## src/rtl/multicycle_cpu.sv

```systemverilog
// multicycle_cpu: FSM-sequenced multi-cycle core (PC, regfile, decoder, ALU).
// Fetch and data accesses share one req/ack memory port, so RAM latency may vary.
// Ports:
//   clk, reset (async, active-high)
//   mem_req/mem_we/mem_addr/mem_wdata out, mem_rdata/mem_ack in
//   halted, illegal_op (sticky), flag_z, flag_c, pc_out (debug)
module multicycle_cpu #(
  parameter int DATA_W   = 16,
  parameter int ADDR_W   = 8,
  parameter int NUM_REGS = 4,
  parameter int RESET_PC = 0
) (
  input  logic              clk,
  input  logic              reset,
  output logic              mem_req,
  output logic              mem_we,
  output logic [ADDR_W-1:0] mem_addr,
  output logic [DATA_W-1:0] mem_wdata,
  input  logic [DATA_W-1:0] mem_rdata,
  input  logic              mem_ack,
  output logic              halted,
  output logic              illegal_op,
  output logic              flag_z,
  output logic              flag_c,
  output logic [ADDR_W-1:0] pc_out
);

  localparam int RA_W = (NUM_REGS > 1) ? $clog2(NUM_REGS) : 1;
  localparam logic [ADDR_W-1:0] PC0 = ADDR_W'(RESET_PC);

  localparam logic [3:0] OP_NOP   = 4'h0;
  localparam logic [3:0] OP_LOAD  = 4'h1;
  localparam logic [3:0] OP_STORE = 4'h2;
  localparam logic [3:0] OP_ADD   = 4'h3;
  localparam logic [3:0] OP_SUB   = 4'h4;
  localparam logic [3:0] OP_AND   = 4'h5;
  localparam logic [3:0] OP_OR    = 4'h6;
  localparam logic [3:0] OP_XOR   = 4'h7;
  localparam logic [3:0] OP_LDI   = 4'h8;
  localparam logic [3:0] OP_JMP   = 4'h9;
  localparam logic [3:0] OP_BEQZ  = 4'hA;
  localparam logic [3:0] OP_BNEZ  = 4'hB;
  localparam logic [3:0] OP_HALT  = 4'hF;

  typedef enum logic [2:0] {
    S_FETCH,
    S_DECODE,
    S_EXEC,
    S_MEM,
    S_WB,
    S_HALT
  } state_t;

  state_t            r_state;
  logic [ADDR_W-1:0] r_pc;
  logic [DATA_W-1:0] r_ir;
  logic [DATA_W-1:0] r_a;
  logic [DATA_W-1:0] r_b;
  logic [DATA_W-1:0] r_res;
  logic [DATA_W-1:0] r_regs [NUM_REGS];
  logic              r_z;
  logic              r_c;
  logic              r_ill;
  logic              r_halt;
  logic              r_req;
  logic              r_we;
  logic [ADDR_W-1:0] r_addr;
  logic [DATA_W-1:0] r_wdata;

  logic [3:0]        w_op;
  logic [RA_W-1:0]   w_rd;
  logic [RA_W-1:0]   w_rs;
  logic [ADDR_W-1:0] w_a;
  logic [DATA_W:0]   w_alu;
  logic              w_is_alu;
  logic              w_is_br;
  logic              w_taken;
  logic [ADDR_W-1:0] w_tgt;
  logic [ADDR_W-1:0] w_pc_inc;

  assign w_op     = r_ir[DATA_W-1 -: 4];
  assign w_rd     = r_ir[DATA_W-5 -: RA_W];
  assign w_rs     = r_ir[DATA_W-5-RA_W -: RA_W];
  assign w_a      = r_ir[ADDR_W-1:0];
  assign w_pc_inc = r_pc + ADDR_W'(1);
  assign w_is_alu = (w_op >= OP_ADD) && (w_op <= OP_XOR);
  assign w_is_br  = (w_op == OP_JMP) || (w_op == OP_BEQZ) ||
                    (w_op == OP_BNEZ);
  // Branches test the register value, never flag_z.
  assign w_taken  = (w_op == OP_JMP) ||
                    ((w_op == OP_BEQZ) && (r_a == '0)) ||
                    ((w_op == OP_BNEZ) && (r_a != '0));
  assign w_tgt    = w_taken ? w_a : r_pc;

  // Extra top bit carries ADD carry-out / SUB borrow.
  always_comb begin
    w_alu = '0;
    case (w_op)
      OP_ADD:  w_alu = {1'b0, r_a} + {1'b0, r_b};
      OP_SUB:  w_alu = {1'b0, r_a} - {1'b0, r_b};
      OP_AND:  w_alu = {1'b0, r_a & r_b};
      OP_OR:   w_alu = {1'b0, r_a | r_b};
      OP_XOR:  w_alu = {1'b0, r_a ^ r_b};
      OP_LDI:  w_alu = (DATA_W+1)'(w_a);
      default: w_alu = '0;
    endcase
  end

  always_ff @(posedge clk or posedge reset) begin
    if (reset) begin
      r_state <= S_FETCH;
      r_pc    <= PC0;
      r_ir    <= '0;
      r_a     <= '0;
      r_b     <= '0;
      r_res   <= '0;
      r_z     <= 1'b0;
      r_c     <= 1'b0;
      r_ill   <= 1'b0;
      r_halt  <= 1'b0;
      r_req   <= 1'b0;
      r_we    <= 1'b0;
      r_addr  <= '0;
      r_wdata <= '0;
      for (int i = 0; i < NUM_REGS; i++) r_regs[i] <= '0;
    end else begin
      case (r_state)
        S_FETCH: begin
          // Only reached with req low straight after reset.
          if (!r_req) begin
            r_req  <= 1'b1;
            r_we   <= 1'b0;
            r_addr <= r_pc;
          end else if (mem_ack) begin
            r_ir    <= mem_rdata;
            r_pc    <= w_pc_inc;
            r_req   <= 1'b0;
            r_state <= S_DECODE;
          end
        end
        S_DECODE: begin
          r_a <= r_regs[w_rd];
          r_b <= r_regs[w_rs];
          case (w_op)
            OP_NOP: begin
              r_req   <= 1'b1;
              r_addr  <= r_pc;
              r_state <= S_FETCH;
            end
            OP_LOAD, OP_STORE: begin
              r_req   <= 1'b1;
              r_we    <= (w_op == OP_STORE);
              r_addr  <= w_a;
              r_wdata <= r_regs[w_rd];
              r_state <= S_MEM;
            end
            OP_HALT: begin
              r_halt  <= 1'b1;
              r_state <= S_HALT;
            end
            4'hC, 4'hD, 4'hE: begin
              r_ill   <= 1'b1;
              r_halt  <= 1'b1;
              r_state <= S_HALT;
            end
            default: r_state <= S_EXEC;
          endcase
        end
        S_EXEC: begin
          if (w_is_br) begin
            r_pc    <= w_tgt;
            r_addr  <= w_tgt;
            r_req   <= 1'b1;
            r_state <= S_FETCH;
          end else begin
            r_res <= w_alu[DATA_W-1:0];
            if (w_is_alu) begin
              r_z <= (w_alu[DATA_W-1:0] == '0);
              r_c <= w_alu[DATA_W];
            end
            r_state <= S_WB;
          end
        end
        S_MEM: begin
          if (mem_ack) begin
            r_we <= 1'b0;
            if (r_we) begin
              // Store done: next request is the fetch.
              r_addr  <= r_pc;
              r_state <= S_FETCH;
            end else begin
              r_req   <= 1'b0;
              r_res   <= mem_rdata;
              r_state <= S_WB;
            end
          end
        end
        S_WB: begin
          r_regs[w_rd] <= r_res;
          r_req        <= 1'b1;
          r_addr       <= r_pc;
          r_state      <= S_FETCH;
        end
        S_HALT: r_req <= 1'b0;
        default: r_state <= S_HALT;
      endcase
    end
  end

  assign mem_req    = r_req;
  assign mem_we     = r_we;
  assign mem_addr   = r_addr;
  assign mem_wdata  = r_wdata;
  assign halted     = r_halt;
  assign illegal_op = r_ill;
  assign flag_z     = r_z;
  assign flag_c     = r_c;
  assign pc_out     = r_pc;

endmodule

```

## config.mk

```make
export PLATFORM = sky130hd
export DESIGN_NAME = multicycle_cpu
export DESIGN_NICKNAME = d
export VERILOG_FILES = /design/src/rtl/multicycle_cpu.sv
export SDC_FILE = /design/constraint.sdc
export NUM_CORES = 1
export LEC_CHECK = 0
export CAP_MARGIN = 20
export CORE_MARGIN = 3
export CORE_UTILIZATION = 45
export DETAILED_ROUTE_END_ITERATION = 6
export PLACE_DENSITY_LB_ADDON = 0.15
export SYNTH_ARGS = -nofsm -noshare
export SYNTH_HDL_FRONTEND = slang
export SYNTH_SLANG_ARGS = --single-unit
```

## constraint.sdc

```tcl
create_clock -name clk -period 5.75 [get_ports clk]
set_input_delay 1.15 -clock clk [delete_from_list [all_inputs] [get_ports clk]]
set_output_delay 1.15 -clock clk [all_outputs]
set_load 0.02 [all_outputs]
```

Word level (Yosys, flattened, before mapping). Index checks and enable logic that the tools add are counted.

Input bits: 19. Output and inout bits: 38. Logic and storage cells: 139. Flip-flop bits (word level): 169.

Add/subtract/negate cells: 3. Mux-type cells: 42. Reductions and logical operators: 33. Bitwise logic cells: 7. Equality and inequality tests: 31. Magnitude comparators: 5.

Operator list (count): 16-bit two-way mux (8); 17-bit one-hot mux with 6 select lines (1); 16-bit binary-select mux with 2-bit select (2); 64-bit bitwise mux (1); 8-bit two-way mux (7); 8-bit one-hot mux with 5 select lines (1); 16-bit demux with 2-bit select (1); 4-bit == test, second input constant (8); 16-bit logical NOT (2); 16-bit one-hot mux with 2 select lines (1); 8-bit one-hot mux with 2 select lines (2); 2-bit inequality test, second input constant (10); 3-bit one-hot mux with 6 select lines (1); 16-bit by 16-bit adder with 17-bit output (1); 16-bit by 16-bit subtractor with 17-bit output (1); 16-bit AND (1); 4-bit by 3-bit == test with 1-bit output, second input constant (4); 16-bit bitwise OR (1); 4-bit AND reduction (4); 16-bit nonzero test (1); 16-bit bitwise XOR (1); 3-bit two-way mux (5); 1-bit two-way mux (9); 3-bit one-hot mux with 3 select lines (1); other kinds (30) (47).

Depth between registers and ports, before layout. Gate-level depths: netlist (run 1).

Word-level depth: 7. Gate-level depth with buffers: 16. Mapped depth without buffers: 16.

Worst setup path after synthesis (run 1). Ideal clock, no wire load.

Path kind: register to register. Start: register r_ir[15]. End: register r_z, in the netlist flag_z. Setup time: 0.066 ns. Path slack: 1.575 ns. Cell stages (with the launch flop): 14. Period minus slack after synthesis: 4.175 ns. Arrival time: 4.109 ns. Data required time: 5.684 ns. Cell sequence: dfrtp_1 > nor4b_1 > clkbuf_1 > mux2i_1 > fa_1 > a211oi_1 > nor2_1 > xor2_1 > a221oi_1 > nand2_1 > or4_1 > or4_1 > nor4_2 > a32o_2.

Longest elaborated chain between the ends: 5. Elaborated cells between the ends (all ways): 18. Classes of those cells: order compare (2); eq/ne (9); mux (1); bitwise (1); reduce/logical (5).

Ends and longest elaborated chain: start: declaration (RTL line 56) `logic [DATA_W-1:0] r_ir;`; start signal: assignment (RTL line 135) `r_ir <= mem_rdata;`; branches (longest 5 deep; another with 17-bit one-hot mux with 6 select lines); end signal: assignment (RTL line 178) `r_z <= (w_alu[DATA_W-1:0] == '0);`; end: declaration (RTL line 61) `logic r_z;`.

Parallel ways; which one is timed is not known. A chain may end at the register's enable or synchronous reset.

Final worst setup path (run 1).
Start: register r_ir[14]. End: register r_z, in the netlist flag_z.

Same word-level chain as after synthesis.

==> flow_summary_export.csv, run 1 <==
group,metric,value,unit
status,outcome,"complete, no violations",
sta,finalCritPeriodShare,80.1,%
sta,rsz0062_at_grt,"no",
floorplan,die_w,154,µm
route,vias_per_cell,5.86,
worst_setup_path,startpoint,"r_ir[14]",
clocking,cts_buffers,17,
worst_setup_path,cp_slowest_cell,"nor2b_1",
worst_setup_path,cp_max_fo,15,
finish,fill_cells,1914,
global_route,grt_overflow_total,0,
power_and_ir_drop,peakVddDrop,0.252,mV
sta,fin_worst_skew,0.00930,ns
sta,finalSetupTns,0,ns
worst_setup_path,cp.required,6.11,ns
synth,synth-main-ff-cell,"dfrtp_1",
worst_setup_path,r2r_slack,1.14,ns
finish,seq_area,4230,µm²
global_route,grt_pass1_wl,43600,µm
global_route,grt_pass1_vias,7369,
sta,setup-violations-final,0,
worst_hold_path,hold_start,"r_regs[7]",
route,drt_first_pass_iters,5,
floorplan,io_pins,57,
route,final_antenna_net_count,0,
place,portBuffers,56,
sta,slew_headroom,33.6,%
clocking,cts_resized,0,
worst_setup_path,cp.arrival,4.97,ns
finish,layout_commonest_cell,"dfrtp_1",
synth,async_reset_ff_share,100,%
worst_setup_path,path_class,"reg -> reg",
global_route,use_met3,2.97,%
finish,drive_gt1_share,18.5,%
worst_setup_path,r2r-start,"r_ir[14]",
worst_setup_path,crit_chain,"nor2b_1 > nand2_1 > o31ai_1 > xnor2_1 > ha_1 > a211oi_1 > o21ai_0 > a31oi_1 > nor4b_1 > nor3_1 > nand3_1 > or4_1 > nor4_2 > a32o_2",
route,finalWirelength,27500,µm
synth,synth.distinct_cells,68,
clocking,postCtsSetupRepairBufs,0,
sta,final-hold-violation-count,0,
worst_setup_path,slowest_delay,0.66,ns
worst_setup_path,crit_family,"simple AND/OR/NAND/NOR gates",
synth,syn_nets,1034,
worst_hold_path,hold_class,"reg -> reg",
floorplan,fp-row-count,53,
power_and_ir_drop,p_leak,4.98,nW
run,cap_violations,0,
power_and_ir_drop,pwr_density_cell,655,nW/µm²
sta,clock.fmax,217,MHz
route,drt_iter0_drc,702,
route,drcViolationCount,0,
place,gp_congestion,0.936,
sta,finalWorstSetupSlack,1.14,ns
global_route,gr-max-usage-layer,"met2",
finish,final_cell_mix,"dfrtp_1, nand2_1, mux2_2",
clocking,clkLatencyLatePin,0.42,ns
synth,postSynthAreaPerCell,10.3,µm²
clocking,path_clk_slew,0.07,ns
clocking,cts_sinks,169,
global_route,antenna_found_initial,0,
synth,ys_seq_area_share,42.7,%
route,num_vias,7575,
worst_setup_path,worst_setup_path_start_kind,"flip-flop",
synth,yosysWarnings,0,
finish,area_growth,15.0,%
global_route,grt.total_usage,23.5,%
clocking,ctsHoldBuffers,0,
worst_setup_path,end_kind,"flip-flop",
clocking,clockRootBuffer,"clkbuf_16",
sta,drv_slew,0,
synth,ys_ff_latch,169,
global_route,use_met1,35.4,%
clocking,cts_buffer_depth,2,
floorplan,dieArea,23800,µm²
clocking,tritoncts,"done",
worst_setup_path,path_buf_inv,0,
synth,synthCells,964,
finish,antenna_cells,0,
floorplan,core_area,21400,µm²
global_route,grt_use_met2,35.6,%
place,dp_hpwl,19900,µm
global_route,grt_max_degree,102,
sta,worst_pin_slew,0.992,ns
route,routedWlPerCell,21.3,µm
floorplan,die_y,154,µm
floorplan,start_util,46.4,%
sta,final.min_clock_period,4.61,ns
clocking,htreeDepth,4,
finish,multiInputGateArea,5340,µm²
synth,synth_edf_count,0,
place,preCtsSetupSlack,1.30,ns
synth,syn_area,9910,µm²
finish,fin_nets,1074,
-- cell type report --
| class | count | share of cell area (%) |
|---|---|---|
| Clock buffer | 19 | 3.98 |
| Clock inverter | 13 | 1.36 |
| Inverter | 43 | 1.46 |
| Multi-Input combinational cell | 701 | 46.8 |
| Sequential cell | 169 | 37.1 |
| Tap cell | 275 | 3.02 |
| Timing Repair Buffer | 72 | 6.22 |
-- metrics by stage --
stage / hold slack, ns / power (W) / util (%) / instances / instance area [µm²]
floorplan: 0.461 / 0.00499 / - / 964 / 9910
global placement: 0.480 / 0.00617 / 50.3 / 1258 / 10700
detailed placement: 0.486 / 0.00623 / 50.4 / 1259 / 10800
CTS: 0.501 / 0.00745 / 53.3 / 1291 / 11400
global route: 0.521 / 0.00799 / 53.4 / 1292 / 11400
finish: 0.501 / 0.00746 / 53.4 / 1292 / 11400
-- synth_stat cells (all sizes together), types with 9 or more instances --
library cell | n | area share (%)
or3 | 9 | 0.57
inv | 43 | 1.6
dfrtp | 169 | 43
a21oi | 64 | 3.2
ha | 50 | 6.3
a31oi | 9 | 0.63
nor2 | 83 | 3.2
mux4 | 32 | 7.3
mux2 | 91 | 10
buf | 14 | 0.69
mux2i | 18 | 1.8
xnor2 | 19 | 1.7
o21ai | 73 | 3.7
nand2 | 117 | 4.4
clkbuf | 37 | 1.4
nand3 | 13 | 0.66
o22ai | 9 | 0.57
-- registers in the layout (all words and copies together), names as in the netlist, 3 cells and up --
signal     flops
r_a           16
r_ir          16
r_b           16
mem_wdata     16
r_res         16
mem_addr       8
r_regs        64
r_state        3
pc_out         8
-- worst register-to-register path, cell delays in order (launching register included) --
cell,delay (ns)
dfrtp_1,0.59
nor2b_1,0.66
nand2_1,0.25
o31ai_1,0.14
xnor2_1,0.13
ha_1,0.26
a211oi_1,0.38
o21ai_0,0.25
a31oi_1,0.25
nor4b_1,0.08
nor3_1,0.54
nand3_1,0.12
or4_1,0.55
nor4_2,0.15
a32o_2,0.19
-- cells by family (layout without fill, tap and decap cells) --
kind of cell             after synthesis  count (layout)  share of synthesized area, %
adder cells (fa/ha/maj)               51              51                          6.52
multiplexers                         141             141                          19.5
XOR/XNOR                              27              27                          2.39
AND/OR/NAND/NOR                      273             273                          12.4
buffers and inverters                 94             147                          3.73
AO/OA/AOI/OAI                        209             209                          12.9
flip-flops                           169             169                          42.7
-- final timing paths --
kind / end / depth (start not counted)
max: flag_z / 14
min: r_regs[7] / 2
max reg2reg: flag_z / 14
min reg2reg: r_regs[7] / 2
max in group asynchronous: r_ir[12] / 3
min in group asynchronous: mem_wdata[3] / 2
-- power breakdown --
| part | total, W | internal (W) | switching, W |
|---|---|---|---|
| Sequential | 0.00231 | 0.00171 | 0.000594 |
| Clock | 0.00119 | 0.000676 | 0.000513 |
| Combinational | 0.00396 | 0.00178 | 0.00218 |
-- routing by layer --
metal | share of wire (%) | wire length (µm)
met4 | 2.0 | 552
met1 | 48 | 13200
met3 | 4.6 | 1250
met2 | 46 | 12500
met5 | 0 | 0
(Power assumes the default switching activity.)
==> run 2, diff against run 1 <==
clock period = 4.75 ns   (was 5.75 ns; I/O delays follow)
==> flow_summary_export.csv, run 2 (synthesis results as in run 1) <==
group,metric,value,unit
status,outcome,"complete, no violations",
clocking,ctsHoldBuffers,0,
clocking,clkLatencyLatePin,0.44,ns
finish,top_register,"r_regs",
clocking,cts_buffer_depth,2,
sta,final-hold-violation-count,0,
finish,drive_gt1_share,18.7,%
place,dp_hpwl,19800,µm
clocking,cts_sinks,169,
worst_hold_path,hold_class,"reg -> reg",
finish,seq_area,4230,µm²
finish,fin_nets,1080,
clocking,tritoncts,"done",
finish,multiInputGateArea,5340,µm²
floorplan,dieArea,23800,µm²
worst_setup_path,cp_slowest_cell,"or4_1",
worst_setup_path,cp_max_fo,5,
finish,area_growth,14.9,%
clocking,cts_resized,0,
run,cap_violations,0,
floorplan,die_w,154,µm
route,routedWlPerCell,21.3,µm
power_and_ir_drop,pwr_density_cell,784,nW/µm²
sta,slew_headroom,27.5,%
floorplan,fp-row-count,53,
route,vias_per_cell,5.79,
sta,drv_slew,0,
global_route,grt.total_usage,23.8,%
worst_setup_path,crit_chain,"inv_1 > nand3_1 > or3_1 > nor2_1 > a21oi_1 > xnor2_1 > ha_1 > nor3b_1 > a31oi_1 > and4b_1 > nor3_1 > nand3_1 > or4_1 > nor4_2 > a32o_2",
finish,fill_cells,1906,
clocking,cts_buffers,17,
worst_setup_path,end_kind,"flip-flop",
finish,layout_commonest_cell,"dfrtp_1",
route,final_antenna_net_count,0,
sta,clock.fmax,229,MHz
finish,fin_util,53.3,%
worst_setup_path,cp.arrival,4.74,ns
global_route,antenna_found_initial,1,
floorplan,die_y,154,µm
global_route,grt_pass1_wl,44100,µm
worst_setup_path,slowest_delay,0.57,ns
power_and_ir_drop,p_leak,4.97,nW
sta,finalSetupTns,0,ns
clocking,postCtsSetupRepairBufs,0,
finish,final_cell_mix,"dfrtp_1, nand2_1, mux2_2",
global_route,grt_pass1_vias,7470,
global_route,grt_max_degree,85,
clocking,htreeDepth,4,
route,finalWirelength,27700,µm
sta,setup-violations-final,0,
worst_setup_path,path_class,"reg -> reg",
route,num_vias,7510,
worst_setup_path,cp.required,5.12,ns
worst_setup_path,cpMostUsedCell,"nand3_1",
place,gp_congestion,0.907,
route,drcViolationCount,0,
floorplan,io_pins,57,
clocking,clockRootBuffer,"clkbuf_16",
sta,rsz0062_at_grt,"no",
sta,final.min_clock_period,4.38,ns
worst_setup_path,worst_setup_path_start_kind,"flip-flop",
place,portBuffers,56,
sta,finalCritPeriodShare,92.1,%
route,drt_first_pass_iters,5,
finish,antenna_cells,0,
sta,worst_pin_slew,1.09,ns
power_and_ir_drop,peakVddDrop,0.322,mV
clocking,path_clk_slew,0.06,ns
finish,largest_register_ffs,64,
floorplan,start_util,46.4,%
global_route,grt_overflow_total,0,
floorplan,core_area,21400,µm²
sta,fin_worst_skew,0.0123,ns
route,drt_iter0_drc,577,
[run 2: changes by cell type in the layout (fill, tap and decap cells not counted), moves of 2 or more]
cell / change
bufinv_16: -2
buf_12: +2
buf_4: +5
inv_6: -2
clkbuf_1: +3
[run 2: area by class of cell]
| class | instances | share of cell area [%] |
|---|---|---|
| multi-input cells | 701 | 46.9 |
| inverters | 43 | 1.45 |
| repair buffers | 78 | 6.77 |
| clock buffers | 21 | 3.96 |
| clock inverters | 11 | 0.780 |
| flip-flops and latches | 169 | 37.1 |
| well taps | 275 | 3.02 |
[run 2: final timing paths]
kind	slack, ns	depth (start not counted)	endpoint	from
setup / recovery	0.37	15	flag_z	r_b[3]
hold / removal	0.51	2	r_regs[7]	r_regs[7]
setup reg to reg	0.37	15	flag_z	r_b[3]
hold reg to reg	0.51	2	r_regs[7]	r_regs[7]
max in group asynchronous	2.74	3	mem_wdata[10]	reset
min in group asynchronous	1.06	2	r_regs[3]	reset
[run 2: through the flow]
step	power, W	cell area (µm²)	hold slack (ns)	std cells	setup slack, ns
floorplan	0.00604	9910	0.461	964	0.575
global placement	0.00752	10800	0.478	1264	0.528
detailed placement	0.00758	10800	0.496	1265	0.519
CTS	0.00893	11400	0.512	1297	0.481
global route	0.00957	11400	0.523	1298	0.138
finish	0.00893	11400	0.508	1298	0.374
[run 2: layer usage]
metal  vias to the layer above  routed length [µm]  track usage, %  share of wire (%)
met5                         -                  13               0              0.047
met4                         2                 618            7.49                2.2
met3                        37                1380            4.11                5.0
met2                       185               12400            35.9                 45
met1                      3731               13200            35.1                 48
li1                       3555                   -               -                  -
[run 2: worst max-delay path: cells and delay by family, from the launching register on]
kind / cells / cell delay, ns
AND/OR/NAND/NOR: 9 / 2.73
AO/OA/AOI/OAI: 3 / 0.51
adder cells (fa/ha/maj): 1 / 0.37
flip-flops: 1 / 0.38
XOR/XNOR: 1 / 0.14
buffers and inverters: 1 / 0.17
[run 2: where the power goes]
part | internal (W) | total, W | switching, W | leakage, nW
clock | 0.000692 | 0.00132 | 0.000624 | 0.260
combinational | 0.00219 | 0.00486 | 0.00267 | 2.57
sequential | 0.00207 | 0.00275 | 0.000679 | 2.14
==> run 3, diff against run 2 <==
RECOVER_POWER = 50   (was not set)
==> flow_summary_export.csv, run 3 (synthesis results as in run 1) <==
group,metric,value,unit
status,outcome,"complete, but fails checks",
status,violations,"capacitance limit, slew limit",
power_and_ir_drop,peakVddDrop,0.322,mV
route,routedWlPerCell,21.4,µm
route,drcViolationCount,0,
sta,worst_pin_slew,2.54,ns
finish,antenna_cells,0,
clocking,path_clk_slew,0.07,ns
worst_setup_path,path_class,"reg -> reg",
finish,fin_nets,1080,
clocking,htreeDepth,4,
worst_hold_path,hold_class,"reg -> reg",
place,post_dp_cell_area,10800,µm²
finish,largest_register_ffs,64,
floorplan,die_w,154,µm
sta,setup-violations-final,0,
floorplan,dieArea,23800,µm²
global_route,grt_pass1_vias,7470,
clocking,cts_buffer_depth,2,
sta,finalCritPeriodShare,92.3,%
global_route,antenna_found_initial,1,
finish,stdcell_count,1298,
clocking,cts_buffers,17,
run,cap_violations,3,
finish,fin_util,53.1,%
worst_setup_path,cp.arrival,4.76,ns
finish,area_growth,14.4,%
sta,worst_hold_slack,0.508,ns
route,drt_first_pass_iters,5,
floorplan,die_y,154,µm
place,gp_congestion,0.907,
finish,final_area,11300,µm²
clocking,postCtsSetupRepairBufs,0,
clocking,tritoncts,"done",
power_and_ir_drop,pwr-share-clk,14.8,%
floorplan,io_pins,57,
worst_setup_path,slowest_delay,0.57,ns
sta,slew_headroom,-69.1,%
finish,final_cell_mix,"dfrtp_1, nand2_1, mux2_2",
sta,fin_worst_skew,0.0117,ns
clocking,clockRootBuffer,"clkbuf_16",
route,num_vias,7588,
global_route,grt.total_usage,23.8,%
power_and_ir_drop,p_leak,4.95,nW
worst_setup_path,end_kind,"flip-flop",
clocking,clkLatencyLatePin,0.44,ns
worst_setup_path,cp_slowest_cell,"or4_1",
worst_setup_path,worst_setup_path_start_kind,"flip-flop",
place,dp_cells,1265,
worst_setup_path,cp_max_fo,5,
power_and_ir_drop,intPower,0.00495,W
power_and_ir_drop,seqPwrFrac,30.8,%
clocking,ctsHoldBuffers,0,
floorplan,start_util,46.4,%
finish,fill_cells,1917,
worst_setup_path,cp.required,5.12,ns
route,drt_iter0_drc,634,
global_route,grt_overflow_total,0,
place,dp_hpwl,19800,µm
route,final_antenna_net_count,0,
sta,finalSetupTns,0,ns
finish,layout_commonest_cell,"dfrtp_1",
sta,final.min_clock_period,4.39,ns
route,finalWirelength,27700,µm
route,vias_per_cell,5.85,
clocking,cts_sinks,169,
sta,clock.fmax,228,MHz
worst_setup_path,cpMostUsedCell,"nand3_1",
finish,drive_gt1_share,18.1,%
global_route,grt_max_degree,85,
sta,rsz0062_at_grt,"no",
worst_setup_path,crit_chain,"inv_1 > nand3_1 > or3_1 > nor2_1 > a21oi_1 > xnor2_1 > ha_1 > nor3b_1 > a31oi_1 > and4b_1 > nor3_1 > nand3_1 > or4_1 > nor4_2 > a32o_2",
floorplan,core_area,21400,µm²
floorplan,fp-row-count,53,
sta,drv_slew,193,
place,portBuffers,56,
global_route,grt_pass1_wl,44100,µm
power_and_ir_drop,switching_share,44.5,%
sta,final-hold-violation-count,0,
power_and_ir_drop,pwr-share-comb,54.4,%
power_and_ir_drop,pwr_density_cell,788,nW/µm²
power_and_ir_drop,switchingPower,0.00398,W
clocking,cts_resized,0,
finish,top_register,"r_regs",
-- run 3: worst max-delay path: cells and delay by family, from the launching register on --
family                     cells  cell delay [ns]
and+or+nand+nor                9             2.76
adders and majority gates      1             0.37
AOI/OAI and AO/OA              3             0.51
buffers and inverters          1             0.16
DFF                            1             0.38
xor gates and xnor gates       1             0.14
-- run 3: path summary, 6_finish.rpt --
kind / end / cells after the start / from / slack [ns]
worst max-delay path: flag_z / 15 / r_b[3] / 0.36
worst min-delay path: illegal_op / 1 / illegal_op / 0.51
worst max register to register: flag_z / 15 / r_b[3] / 0.36
worst min register to register: illegal_op / 1 / illegal_op / 0.51
max in group asynchronous: flag_z / 3 / reset / 0.76
min in group asynchronous: r_regs[3] / 2 / reset / 1.41
-- run 3: layout make-up --
type | instances | area (µm²) | share of cell area (%)
sequential | 169 | 4230 | 37.3
tap | 275 | 344 | 3.03
inverter | 43 | 163 | 1.43
multi-input combinational | 701 | 5340 | 47.1
clock buffer | 21 | 450 | 3.97
timing repair buffer | 78 | 726 | 6.40
clock inverter | 11 | 88.8 | 0.784
-- run 3: power by group through the flow --
stage,clock network (W),registers [W],logic (W)
after CTS,0.00134,0.00275,0.00484
after floorplan,0,0.00266,0.00338
after global routing,0.00139,0.00286,0.00532
after detailed placement,0,0.00277,0.00481
final,0.00132,0.00275,0.00486
after global placement,0,0.00278,0.00474
-- run 3: layer usage --
layer  part of all wire, %  GRT usage [%]  up-vias  wire length, µm
met5                 0.047              0        -               13
met4                   2.1           7.49        2              588
met3                   5.2           4.11       34             1440
met2                    45           35.9      214            12400
met1                    48           35.1     3784            13300
li1                      -              -     3554                -
-- run 3: per-stage QoR --
stage	worst slack [ns]	power [W]
6_report	0.364	0.00893
5_1_grt	0.138	0.00957
4_1_cts	0.481	0.00893
3_5_place_dp	0.519	0.00758
3_3_place_gp	0.528	0.00752
2_1_floorplan	0.575	0.00604
